**src/rtl/uart_rx_os.sv**
```systemverilog
// ---------------------------------------------------------------------------
// uart_rx_os -- oversampling UART receiver
//
// Synchronises the asynchronous rx line, oversamples each bit with a 3-sample
// majority vote and deframes DATA_BITS data bits with optional even/odd parity
// and one or two stop bits. Completed words are presented on a valid/ready
// output register together with parity/framing flags.
//
// Optional feature: define UART_RX_BREAK_DET_EN to enable break detection
// (all-zero frame -> o_break pulse instead of a word, then wait for one full
// bit time of idle-high before re-arming the start detector). Without the
// macro o_break is tied low and an all-zero frame is delivered as data 0
// with a framing error.
//
// Parameters
//   DATA_BITS   data bits per frame (5..9)
//   OVERSAMPLE  ticks per bit (even, >= 8)
//   DIV_W       width of the baud divisor
//
// Ports
//   clk, rst            system clock, synchronous active-high reset
//   i_rx                asynchronous serial line (idles high)
//   i_baud_divisor      clk cycles per oversample tick (0 behaves as 1)
//   i_parity_type       00/11 none, 01 even, 10 odd
//   i_two_stop          1 = two stop bits
//   o_data / o_valid    received word and its valid flag
//   i_ready             consumer accepts the word
//   o_parity_error      parity mismatch on the held word
//   o_framing_error     a stop bit was sampled low on the held word
//   o_overrun_error     1-clk pulse: completed frame dropped
//   o_break             1-clk pulse: break detected
//   o_busy              FSM is outside IDLE
// ---------------------------------------------------------------------------
module uart_rx_os #(
    parameter int DATA_BITS  = 8,
    parameter int OVERSAMPLE = 16,
    parameter int DIV_W      = 16
) (
    input  logic                 clk,
    input  logic                 rst,
    input  logic                 i_rx,
    input  logic [DIV_W-1:0]     i_baud_divisor,
    input  logic [1:0]           i_parity_type,
    input  logic                 i_two_stop,
    output logic [DATA_BITS-1:0] o_data,
    output logic                 o_valid,
    input  logic                 i_ready,
    output logic                 o_parity_error,
    output logic                 o_framing_error,
    output logic                 o_overrun_error,
    output logic                 o_break,
    output logic                 o_busy
);

    localparam int OS_W  = $clog2(OVERSAMPLE);
    localparam int BIT_W = (DATA_BITS > 1) ? $clog2(DATA_BITS) : 1;

    localparam logic [OS_W-1:0]  TICK_S0   = OS_W'(OVERSAMPLE / 2 - 1);
    localparam logic [OS_W-1:0]  TICK_S1   = OS_W'(OVERSAMPLE / 2);
    localparam logic [OS_W-1:0]  TICK_S2   = OS_W'(OVERSAMPLE / 2 + 1);
    localparam logic [OS_W-1:0]  TICK_LAST = OS_W'(OVERSAMPLE - 1);
    localparam logic [BIT_W-1:0] BIT_LAST  = BIT_W'(DATA_BITS - 1);

    typedef enum logic [2:0] {
        S_IDLE,
        S_START,
        S_DATA,
        S_PARITY,
        S_STOP,
        S_STOP2,
        S_DONE
    } state_t;

    state_t                 state_reg;

    logic                   rx_meta_reg;
    logic                   rx_sync_reg;
    logic                   rx_prev_reg;

    logic [DIV_W-1:0]       div_lat_reg;
    logic [1:0]             par_lat_reg;
    logic                   two_lat_reg;

    logic [DIV_W-1:0]       div_cnt_reg;
    logic [OS_W-1:0]        os_cnt_reg;
    logic [BIT_W-1:0]       bit_idx_reg;
    logic                   samp0_reg;
    logic                   samp1_reg;

    logic [DATA_BITS-1:0]   shift_reg;
    logic                   par_bit_reg;
    logic                   stop1_reg;
    logic                   stop2_reg;

    logic [DATA_BITS-1:0]   data_reg;
    logic                   valid_reg;
    logic                   perr_reg;
    logic                   ferr_reg;
    logic                   ovr_reg;

    // ------------------------------------------------------------------
    // Combinational helpers
    // ------------------------------------------------------------------
    logic [DIV_W-1:0] div_m1;
    logic             tick;
    logic             resolve;
    logic             bit_end;
    logic             vote;
    logic             fall;
    logic             par_en;
    logic             frame_perr;
    logic             frame_ferr;
    logic             xfer;
    logic             deliver;
    logic             start_ok;

    // A divisor of 0 behaves like 1 (tick every clk).
    assign div_m1  = (div_lat_reg == '0) ? '0 : div_lat_reg - DIV_W'(1);
    assign tick    = (div_cnt_reg == div_m1);
    assign resolve = tick && (os_cnt_reg == TICK_S2);
    assign bit_end = tick && (os_cnt_reg == TICK_LAST);

    // Third sample is the live synchronised line at the resolve tick.
    assign vote = (samp0_reg & samp1_reg) | (samp0_reg & rx_sync_reg) |
                  (samp1_reg & rx_sync_reg);

    assign fall   = rx_prev_reg & ~rx_sync_reg;
    assign par_en = (par_lat_reg == 2'b01) || (par_lat_reg == 2'b10);

    // Expected parity bit is XOR of data, inverted for odd parity.
    assign frame_perr = par_en & (par_bit_reg ^ (^shift_reg) ^ par_lat_reg[1]);
    assign frame_ferr = ~stop1_reg | (two_lat_reg & ~stop2_reg);

    assign xfer = valid_reg & i_ready;

`ifdef UART_RX_BREAK_DET_EN
    logic            brk_reg;
    logic            armed_reg;
    logic [OS_W-1:0] wait_cnt_reg;
    logic            frame_is_break;

    assign frame_is_break = (shift_reg == '0) && (!par_en || !par_bit_reg) && !stop1_reg;
    assign deliver        = (state_reg == S_DONE) && !frame_is_break;
    assign start_ok       = fall & armed_reg;
    assign o_break        = brk_reg;
`else
    assign deliver  = (state_reg == S_DONE);
    assign start_ok = fall;
    assign o_break  = 1'b0;
`endif

    // ------------------------------------------------------------------
    // Sequential logic: synchroniser, tick generator, FSM, output register
    // ------------------------------------------------------------------
    always_ff @(posedge clk) begin
        if (rst) begin
            state_reg    <= S_IDLE;
            rx_meta_reg  <= 1'b1;
            rx_sync_reg  <= 1'b1;
            rx_prev_reg  <= 1'b1;
            div_lat_reg  <= '0;
            par_lat_reg  <= 2'b00;
            two_lat_reg  <= 1'b0;
            div_cnt_reg  <= '0;
            os_cnt_reg   <= '0;
            bit_idx_reg  <= '0;
            samp0_reg    <= 1'b1;
            samp1_reg    <= 1'b1;
            shift_reg    <= '0;
            par_bit_reg  <= 1'b0;
            stop1_reg    <= 1'b1;
            stop2_reg    <= 1'b1;
            data_reg     <= '0;
            valid_reg    <= 1'b0;
            perr_reg     <= 1'b0;
            ferr_reg     <= 1'b0;
            ovr_reg      <= 1'b0;
`ifdef UART_RX_BREAK_DET_EN
            brk_reg      <= 1'b0;
            armed_reg    <= 1'b1;
            wait_cnt_reg <= '0;
`endif
        end else begin
            rx_meta_reg <= i_rx;
            rx_sync_reg <= rx_meta_reg;
            rx_prev_reg <= rx_sync_reg;

            // Free-running tick and per-bit tick counters; START entry
            // below overrides both so each frame is aligned to its edge.
            if (tick) begin
                div_cnt_reg <= '0;
                os_cnt_reg  <= (os_cnt_reg == TICK_LAST) ? '0 : os_cnt_reg + OS_W'(1);
                if (os_cnt_reg == TICK_S0) begin
                    samp0_reg <= rx_sync_reg;
                end
                if (os_cnt_reg == TICK_S1) begin
                    samp1_reg <= rx_sync_reg;
                end
            end else begin
                div_cnt_reg <= div_cnt_reg + DIV_W'(1);
            end

            case (state_reg)
                S_IDLE: begin
                    if (start_ok) begin
                        state_reg   <= S_START;
                        div_lat_reg <= i_baud_divisor;
                        par_lat_reg <= i_parity_type;
                        two_lat_reg <= i_two_stop;
                        div_cnt_reg <= '0;
                        os_cnt_reg  <= '0;
                        par_bit_reg <= 1'b0;
                    end
                end
                S_START: begin
                    if (resolve && vote) begin
                        state_reg <= S_IDLE;        // false start
                    end else if (bit_end) begin
                        state_reg   <= S_DATA;
                        bit_idx_reg <= '0;
                    end
                end
                S_DATA: begin
                    if (resolve) begin
                        shift_reg <= {vote, shift_reg[DATA_BITS-1:1]};
                    end
                    if (bit_end) begin
                        if (bit_idx_reg == BIT_LAST) begin
                            state_reg <= par_en ? S_PARITY : S_STOP;
                        end else begin
                            bit_idx_reg <= bit_idx_reg + BIT_W'(1);
                        end
                    end
                end
                S_PARITY: begin
                    if (resolve) begin
                        par_bit_reg <= vote;
                    end
                    if (bit_end) begin
                        state_reg <= S_STOP;
                    end
                end
                S_STOP: begin
                    // A single stop bit ends the frame at its mid-bit so the
                    // next start edge can be accepted right after.
                    if (resolve) begin
                        stop1_reg <= vote;
                        if (!two_lat_reg) begin
                            state_reg <= S_DONE;
                        end
                    end
                    if (bit_end) begin
                        state_reg <= S_STOP2;
                    end
                end
                S_STOP2: begin
                    if (resolve) begin
                        stop2_reg <= vote;
                        state_reg <= S_DONE;
                    end
                end
                S_DONE: begin
                    state_reg <= S_IDLE;
                end
                default: begin
                    state_reg <= S_IDLE;
                end
            endcase

            // Output register / handshake
            ovr_reg <= 1'b0;
            if (deliver && (!valid_reg || xfer)) begin
                data_reg  <= shift_reg;
                perr_reg  <= frame_perr;
                ferr_reg  <= frame_ferr;
                valid_reg <= 1'b1;
            end else if (deliver) begin
                ovr_reg <= 1'b1;
            end else if (xfer) begin
                valid_reg <= 1'b0;
                perr_reg  <= 1'b0;
                ferr_reg  <= 1'b0;
            end

`ifdef UART_RX_BREAK_DET_EN
            brk_reg <= 1'b0;
            if (state_reg == S_DONE && frame_is_break) begin
                brk_reg      <= 1'b1;
                armed_reg    <= 1'b0;
                wait_cnt_reg <= '0;
            end else if (!armed_reg) begin
                // Re-arm only after one unbroken bit time of idle-high.
                if (!rx_sync_reg) begin
                    wait_cnt_reg <= '0;
                end else if (tick) begin
                    if (wait_cnt_reg == TICK_LAST) begin
                        armed_reg <= 1'b1;
                    end else begin
                        wait_cnt_reg <= wait_cnt_reg + OS_W'(1);
                    end
                end
            end
`endif
        end
    end

    assign o_data          = data_reg;
    assign o_valid         = valid_reg;
    assign o_parity_error  = perr_reg;
    assign o_framing_error = ferr_reg;
    assign o_overrun_error = ovr_reg;
    assign o_busy          = (state_reg != S_IDLE);

endmodule

```
**config.mk**
```make
export PLATFORM = sky130hd
export DESIGN_NAME = uart_rx_os
export DESIGN_NICKNAME = d
export VERILOG_FILES = /design/src/rtl/uart_rx_os.sv
export SDC_FILE = /design/constraint.sdc
export NUM_CORES = 1
export LEC_CHECK = 0
export ABC_CLOCK_PERIOD_IN_PS = 6500
export CORE_MARGIN = 2
export CORE_UTILIZATION = 40
export DETAILED_ROUTE_END_ITERATION = 6
export GPL_TIMING_DRIVEN = 0
export PLACE_DENSITY = 0.67
export SLEW_MARGIN = 20
export SYNTH_ARGS = -nofsm -noshare
export SYNTH_HDL_FRONTEND = slang
export SYNTH_SLANG_ARGS = --single-unit
```
**constraint.sdc**
```tcl
create_clock -name clk -period 6.5 [get_ports clk]
set_input_delay 1.3 -clock clk [delete_from_list [all_inputs] [get_ports clk]]
set_output_delay 1.3 -clock clk [all_outputs]
set_load 0.1 [all_outputs]
```
---- After elaboration in Yosys (flattened, before gate mapping) ----
Index checks and enable logic that the tools add are counted.
Widths: inputs -> output; s select.
storage, ports and cells
  output and inout bits ................... 14
  bits of input ports ..................... 23
  flip-flop bits (word level) ............. 73
operators by class
  add/subtract/negate cells ............... 4
  muxes and demuxes ....................... 34
  equality and inequality tests ........... 27
  reductions and logical operators ........ 25
  bitwise operators ....................... 15
operators with widths
  kind                   count
  $mux 16                4
  $mux 3                 15
  $ne 2x2->1 const B     9
  $pmux 3 s6             1
  $add 16x1->16 const B  1
  $eq 16x16->1           1
  $logic_not 16->1       1
  $mux 4                 4
  $sub 16x1->16 const B  1
  $reduce_and 2->1       7
  $eq 3x3->1 const B     4
  $eq 4x4->1 const B     3
  $ne 3x3->1 const B     3
  $mux 1                 8
  $reduce_and 8->1       1
  $reduce_xor 8->1       1
  $and 1x1->1            7
  $eq 3x2->1 const B     2
  $pmux 3 s2             1
  $reduce_bool 2->1      3
  $reduce_and 5->1       1
  $add 4x1->4 const B    1
  $eq 4x3->1 const B     1
  $logic_and 1x1->1      4
  other kinds (15)       21

---- Longest topological paths before layout ----
Gate-level depths: netlist of run 1.
  depth in word-level cells ............... 7
  mapped depth ............................ 13
  depth with buffers taken out ............ 10

---- Least setup slack after synthesis of run 1 ----
Ideal clock, no wire load.
  path type ............................... flip-flop to flip-flop
  from .................................... register div_lat_reg[0]
  to ...................................... register shift_reg[1]
  setup time .............................. 119 ps
  setup slack ............................. 2956 ps
  cell stages (with the launch flop) ...... 13
  data required time ...................... 6381 ps
  clock period less this slack ............ 3544 ps
  arrival ................................. 3425 ps
  path through ............................ dfxtp_1 -> inv_1 -> ha_1 -> clkbuf_1 -> nor2b_1 -> nand4_1 -> nor4_1 -> o211ai_1 -> or4_1 -> or4_4 -> or4_4 -> buf_6 -> mux2i_1
between the ends
  longest elaborated chain between the ends .. 5
  elaborated cells between the ends (all ways) .. 6
RTL lines
  element                                            RTL line  text
  start: declaration                                 80        logic [DIV_W-1:0] div_lat_reg;
  start signal: assignment                           207       div_lat_reg <= i_baud_divisor;
  $sub 16x1->16 or $logic_not 16->1 (tied branches)  118       assign div_m1 = (div_lat_reg == '0) ? '0 : div_lat_reg - DIV_W'(1);
  $mux 16 *                                          118
  $eq 16x16->1 *                                     119       assign tick = (div_cnt_reg == div_m1);
  $logic_and 1x1->1 *                                120       assign resolve = tick && (os_cnt_reg == TICK_S2);
  $reduce_and 2->1 (no source line) *                -
  end signal: assignment                             225       shift_reg <= {vote, shift_reg[DATA_BITS-1:1]};
  end: declaration                                   90        logic [DATA_BITS-1:0] shift_reg;
Every way passes the cells marked *; elsewhere a longest branch is shown, timed or not.
A chain may end at the register's enable or synchronous reset.

---- Worst setup path after layout of run 1 ----
  from .................................... register div_lat_reg[0]
  to ...................................... register stop1_reg
between the ends
  longest elaborated chain between the ends .. 5
  elaborated cells between the ends (all ways) .. 6
RTL lines
  element                                            RTL line  text
  $sub 16x1->16 or $logic_not 16->1 (tied branches)  118
  $mux 16 *                                          118
  $eq 16x16->1 *                                     119
  $logic_and 1x1->1 *                                120
  $reduce_and 2->1 (no source line) *                -
  end signal: assignment                             247       stop1_reg <= vote;
  end: declaration                                   92        logic stop1_reg;
Marked as above.

==> results.sh, run 1 <==
export IMPL_postRouteWirelength_mm=10.1
export IMPL_whs_ns=0.426
export IMPL_path_clk_slew_ns=0.08
export IMPL_globalRouteTotalUtil=0.191
export IMPL_initial_utilization=0.405
export IMPL_r2r_end="stop1_reg"
export IMPL_fp_row_count=37
export IMPL_setup_tns_ns=0
export IMPL_hold_depth=1
export IMPL_synth_edf_count=0
export IMPL_cts_made_buffers=9
export IMPL_fmax_ghz=0.219
export IMPL_clock_sinks=73
export IMPL_r2r_cells=12
export IMPL_grt_pass1_vias=3727
export IMPL_routed_via_count=3829
export IMPL_start_kind="flop"
export IMPL_power_leakage_nw=1.78
export IMPL_power_mw=1.15
export IMPL_ys_warn_count=0
export IMPL_critPathMaxFanout=10
export IMPL_finalHoldViolations=0
export IMPL_ys_async_sr_fraction=0
export IMPL_crit_path_max_incr_delay_ns=0.81
export IMPL_hold_path_end="rx_sync_reg"
export IMPL_yosysSeqAreaShare=0.356
export IMPL_post_dp_hpwl_mm=7.70
export IMPL_port_buffers=35
export IMPL_core_area_mm2=0.0101
export IMPL_worstPathArrival_ns=4.84
export IMPL_avgRoutedWirePerCell_um=14.5
export IMPL_dieArea_mm2=0.0111
export IMPL_grt_pass1_wl_mm=17.3
export IMPL_drtPass1Iterations=5
export IMPL_criticalPathCategory="reg2reg"
export IMPL_crit_required_ns=6.79
export IMPL_clk_path_buf_depth=2
export IMPL_fin_nets=587
export IMPL_drc_errors=0
export IMPL_crit_chain="inv_1 > ha_1 > clkbuf_1 > nor2b_1 > nand4_1 > nor4_1 > o211ai_1 > or4_1 > or4_4 > clkbuf_1 > nor4_1 > mux2i_1"
export IMPL_drtIter0Drc=211
export IMPL_cts_hold_buf=0
export IMPL_drive_above_1_share=0.0623
export IMPL_fill_cells=985
export IMPL_pin_count=37
export IMPL_crit_path_end_kind="flop"
export IMPL_synthToLayoutAreaGrowth_pct=18.7
export IMPL_die_h_um=105
export IMPL_setup_viol=0
export IMPL_min_delay_start="rx_meta_reg"
export IMPL_diodes=0
export IMPL_cts_tree="done"
export IMPL_min_period_over_period=0.701
export IMPL_synthFlopType="dfxtp_1"
export IMPL_synth_cells=511
export IMPL_cts_root_buffer="clkbuf_8"
export IMPL_min_delay_path_class="reg2reg"
export IMPL_powerDensity_mw_per_mm2=235
export IMPL_slowest_stage="nor4_1"
export IMPL_cp_num_buf_inv=3
export IMPL_cap_violations=0
export IMPL_die_x_um=105
export IMPL_status="finished clean"
export IMPL_worstSkewPairLatency_ns=0.36
export IMPL_synth_nets=541
export IMPL_fin_worst_skew_ns=0.0120
export IMPL_reg2reg_from="div_lat_reg[0]"
export IMPL_grt_setup_unrepaired="false"
export IMPL_grt_max_degree=15
export IMPL_grt_overflow=0
export IMPL_post_cts_buffers=0
export IMPL_syn_area_per_cell_um2=8.04
export IMPL_critical_path_top_delay_family="simple AND/OR/NAND/NOR gates"
export IMPL_antenna_found_initial=0
export IMPL_period_needed_ns=4.56
export IMPL_htreeDepth=3
export IMPL_tightest_slew_ns=0.977
export IMPL_cts_resized_gates=0
export IMPL_ir_worst_vdd_mv=0.130
export IMPL_slew_headroom=0.343
export IMPL_gp_congestion=0.914
export IMPL_vias_per_cell=5.49
export IMPL_syn_cell_area_mm2=0.00411
export IMPL_drtAntennaViolNets=0
export IMPL_r2r_slack_ns=1.94
export IMPL_netlist_cell_type_count=70
export IMPL_synth_seq_cells=73
export IMPL_slew_viol_final=0
[power breakdown]
| group | total, mW | leakage (nW) | switching, mW | internal (mW) |
|---|---|---|---|---|
| logic | 0.232 | 1.07 | 0.141 | 0.0914 |
| clock network | 0.449 | 0.124 | 0.190 | 0.259 |
| registers | 0.467 | 0.590 | 0.0113 | 0.456 |
| total | 1.15 | 1.78 | 0.343 | 0.806 |
[layout make-up]
class | count | area, µm² | area share
Multi-Input combinational cell | 397 | 2480 | 0.509
Clock buffer | 9 | 124 | 0.0254
Inverter | 12 | 45.0 | 0.00923
Timing Repair Buffer | 35 | 350 | 0.0718
Clock inverter | 7 | 125 | 0.0256
Buffer | 29 | 121 | 0.0249
Tap cell | 136 | 170 | 0.0349
Sequential cell | 73 | 1460 | 0.299
[how the worst max path moves through the flow]
| stage | from | end | depth (start not counted) |
|---|---|---|---|
| floorplan | div_lat_reg[0] | shift_reg[1] | 12 |
| global placement | div_lat_reg[0] | stop1_reg | 12 |
| finish | div_lat_reg[0] | stop1_reg | 12 |
| CTS | div_lat_reg[0] | stop1_reg | 12 |
| detailed placement | div_lat_reg[0] | stop1_reg | 12 |
| global route | div_lat_reg[0] | stop1_reg | 12 |
[cells in the mapped netlist (7+ instances only)]
library cell / count / area share
nand2b_1: 16 / 0.024
mux2i_1: 27 / 0.066
ha_1: 7 / 0.021
nand3_1: 23 / 0.028
and3_1: 7 / 0.011
inv_1: 12 / 0.011
a21oi_1: 33 / 0.040
xnor2_1: 18 / 0.038
or3_1: 10 / 0.015
nand4_1: 9 / 0.014
xor2_1: 17 / 0.036
clkbuf_1: 25 / 0.023
nor3_1: 14 / 0.017
nor4_1: 8 / 0.012
o21ai_0: 16 / 0.019
dfxtp_1: 73 / 0.36
nor2_1: 53 / 0.048
nand2_1: 63 / 0.058
[worst register-to-register path, stage by stage (launching register included)]
cell and delay (ns):
dfxtp_1 0.42, inv_1 0.10, ha_1 0.14, clkbuf_1 0.28, nor2b_1 0.34, nand4_1 0.26, nor4_1 0.81, o211ai_1 0.21
or4_1 0.47, or4_4 0.54, clkbuf_1 0.27, nor4_1 0.44, mux2i_1 0.22
[layout by cell type, fill, tap and decap left out, types with 3 or more instances in the layout]
cell,synthesis,final
bufinv_16,0,3
nand3_1,23,23
nor2b_1,4,4
nor3_1,14,14
xor2_1,17,17
ha_1,7,7
and3_1,7,7
a211oi_1,3,3
nand3b_1,3,3
nor4_1,8,8
or4_1,3,3
clkbuf_8,0,9
nand4b_1,3,3
mux2i_1,27,27
or4_4,3,3
nor2_1,53,53
or3_1,10,10
a22oi_1,3,3
nand4_1,9,9
xnor2_1,18,18
nand2b_1,16,16
nand2_1,63,63
a21oi_1,33,33
clkdlybuf4s50_1,0,35
inv_1,12,12
o21ai_0,16,16
dfxtp_1,73,73
or2_2,4,4
clkbuf_1,25,25
[cell families (layout without fill, tap and decap cells)]
logic type      count (synthesis)  count (layout)  synth area share
simple gates                  238             238             0.300
compound gates                 86              86             0.134
flops                          73              73             0.356
buf+inv                        41              92            0.0405
xor+xnor                       35              35            0.0746
mux                            29              29            0.0712
fa+ha+maj                       8               8            0.0237
other cells                     1               1          0.000912
[per-layer routing]
metal	GRT usage	vias up	wire length, µm
met5	0	-	0
met4	0.0676	0	212
met3	0.0464	18	500
met2	0.322	109	4930
met1	0.236	1787	4490
li1	-	1915	-
[metrics by stage]
step                utilization  std cells  worst slack, ns  cell area [µm²]
floorplan                     -        511             2.96             4110
global placement          0.457        682             2.08             4630
detailed placement        0.457        682             2.04             4630
CTS                       0.481        698             1.96             4880
global route              0.481        698             1.58             4880
finish                    0.481        698             1.94             4880
Power figures use the tool's default switching activity.
==> run 2: changes to the inputs <==
ABC_CLOCK_PERIOD_IN_PS = 4200   (was 6500)
clock period = 4.2 ns   (was 6.5 ns; I/O delays follow)
==> run 2 against run 1 <==
Critical path type unchanged. Die area unchanged. Via count decreased by 1.4%. Largest cell class unchanged. Total power is 55% higher. Critical endpoint is now samp1_reg.
==> results.sh, run 2 (synthesis gave the netlist of run 1 again) <==
export IMPL_fmax_ghz=0.254
export IMPL_diodes=0
export IMPL_criticalPathCategory="reg2reg"
export IMPL_cts_made_buffers=9
export IMPL_fin_worst_skew_ns=0.0115
export IMPL_start_kind="flop"
export IMPL_grt_max_degree=15
export IMPL_ir_worst_vdd_mv=0.202
export IMPL_grt_setup_unrepaired="false"
export IMPL_slew_viol_final=0
export IMPL_whs_ns=0.426
export IMPL_status="finished clean"
export IMPL_drtAntennaViolNets=0
export IMPL_vias_per_cell=5.42
export IMPL_final_cell_mix="73 x dfxtp_1, 63 x nand2_1, 53 x nor2_1"
export IMPL_setup_viol=0
export IMPL_synthToLayoutAreaGrowth_pct=19.7
export IMPL_dp_cells=682
export IMPL_post_dp_hpwl_mm=7.70
export IMPL_tightest_slew_ns=0.967
export IMPL_slowest_stage="or4_4"
export IMPL_fp_row_count=37
export IMPL_period_needed_ns=3.93
export IMPL_initial_utilization=0.405
export IMPL_clock_sinks=73
export IMPL_critPathMaxFanout=10
export IMPL_globalRouteTotalUtil=0.191
export IMPL_powerDensity_mw_per_mm2=362
export IMPL_htreeDepth=3
export IMPL_grt_overflow=0
export IMPL_min_period_over_period=0.937
export IMPL_crit_required_ns=4.48
export IMPL_min_delay_path_class="reg2reg"
export IMPL_power_leakage_nw=1.79
export IMPL_cts_tree="done"
export IMPL_die_x_um=105
export IMPL_drtPass1Iterations=4
export IMPL_drive_above_1_share=0.0749
export IMPL_layoutNonFillerInstCount=697
export IMPL_crit_chain="inv_1 > ha_1 > nor2b_2 > nand4_1 > or4_1 > clkbuf_1 > a211oi_1 > nor3_1 > or4_4 > clkbuf_1 > nor3_1 > mux2i_1"
export IMPL_path_clk_slew_ns=0.08
export IMPL_final_common_cell="dfxtp_1"
export IMPL_crit_path_end_kind="flop"
export IMPL_port_buffers=35
export IMPL_cts_resized_gates=2
export IMPL_fin_nets=586
export IMPL_cts_hold_buf=0
export IMPL_crit_path_max_incr_delay_ns=0.61
export IMPL_pre_cts_slack_ns=-0.263
export IMPL_drtIter0Drc=193
export IMPL_post_cts_buffers=0
export IMPL_cp_num_buf_inv=3
export IMPL_pin_count=37
export IMPL_die_h_um=105
export IMPL_power_mw=1.78
export IMPL_antenna_found_initial=0
export IMPL_clk_path_buf_depth=2
export IMPL_postRouteWirelength_mm=10.1
export IMPL_cts_root_buffer="clkbuf_8"
export IMPL_slew_headroom=0.353
export IMPL_critical_path_top_delay_family="simple AND/OR/NAND/NOR gates"
export IMPL_utilization=0.485
export IMPL_grt_pass1_wl_mm=17.3
export IMPL_avgRoutedWirePerCell_um=14.5
export IMPL_worstSkewPairLatency_ns=0.36
export IMPL_routed_via_count=3775
export IMPL_core_area_mm2=0.0101
export IMPL_worstPathArrival_ns=4.22
export IMPL_cap_violations=0
export IMPL_gp_congestion=0.914
export IMPL_grt_pass1_vias=3728
export IMPL_drc_errors=0
export IMPL_setup_ws_ns=0.265
export IMPL_finalHoldViolations=0
export IMPL_dieArea_mm2=0.0111
## run 2: stage by stage
step | cell area [µm²] | setup TNS (ns)
6_report | 4920 | 0
5_1_grt | 4920 | 0
4_1_cts | 4890 | 0
2_1_floorplan | 4110 | 0
3_5_place_dp | 4630 | -5.01
3_3_place_gp | 4630 | -3.82
## run 2: report_power, final
part           internal [mW]  switching (mW)
Sequential             0.705          0.0179
Combinational          0.145           0.222
Clock                  0.401           0.292
## run 2: final timing paths
path | start | to | slack, ns | cells after the start
max | div_lat_reg[0] | samp1_reg | 0.27 | 12
min | rx_meta_reg | rx_sync_reg | 0.43 | 1
max reg2reg | div_lat_reg[0] | samp1_reg | 0.27 | 12
min reg2reg | rx_meta_reg | rx_sync_reg | 0.43 | 1
## run 2: layout make-up
type	instances	area, µm²
buffer	28	118
fill	980	5220
tap	136	170
timing repair buffer	35	350
clock buffer	9	124
clock inverter	7	125
sequential	73	1460
multi-input combinational	397	2530
inverter	12	45.0
## run 2: per-layer routing
metal  global-route usage  part of all wire  up-vias
li1                     -                 -     1905
met1                0.236              0.45     1754
met2                0.322              0.49      102
met3               0.0464             0.044       14
met4               0.0676             0.017        0
met5                    0                 0        -
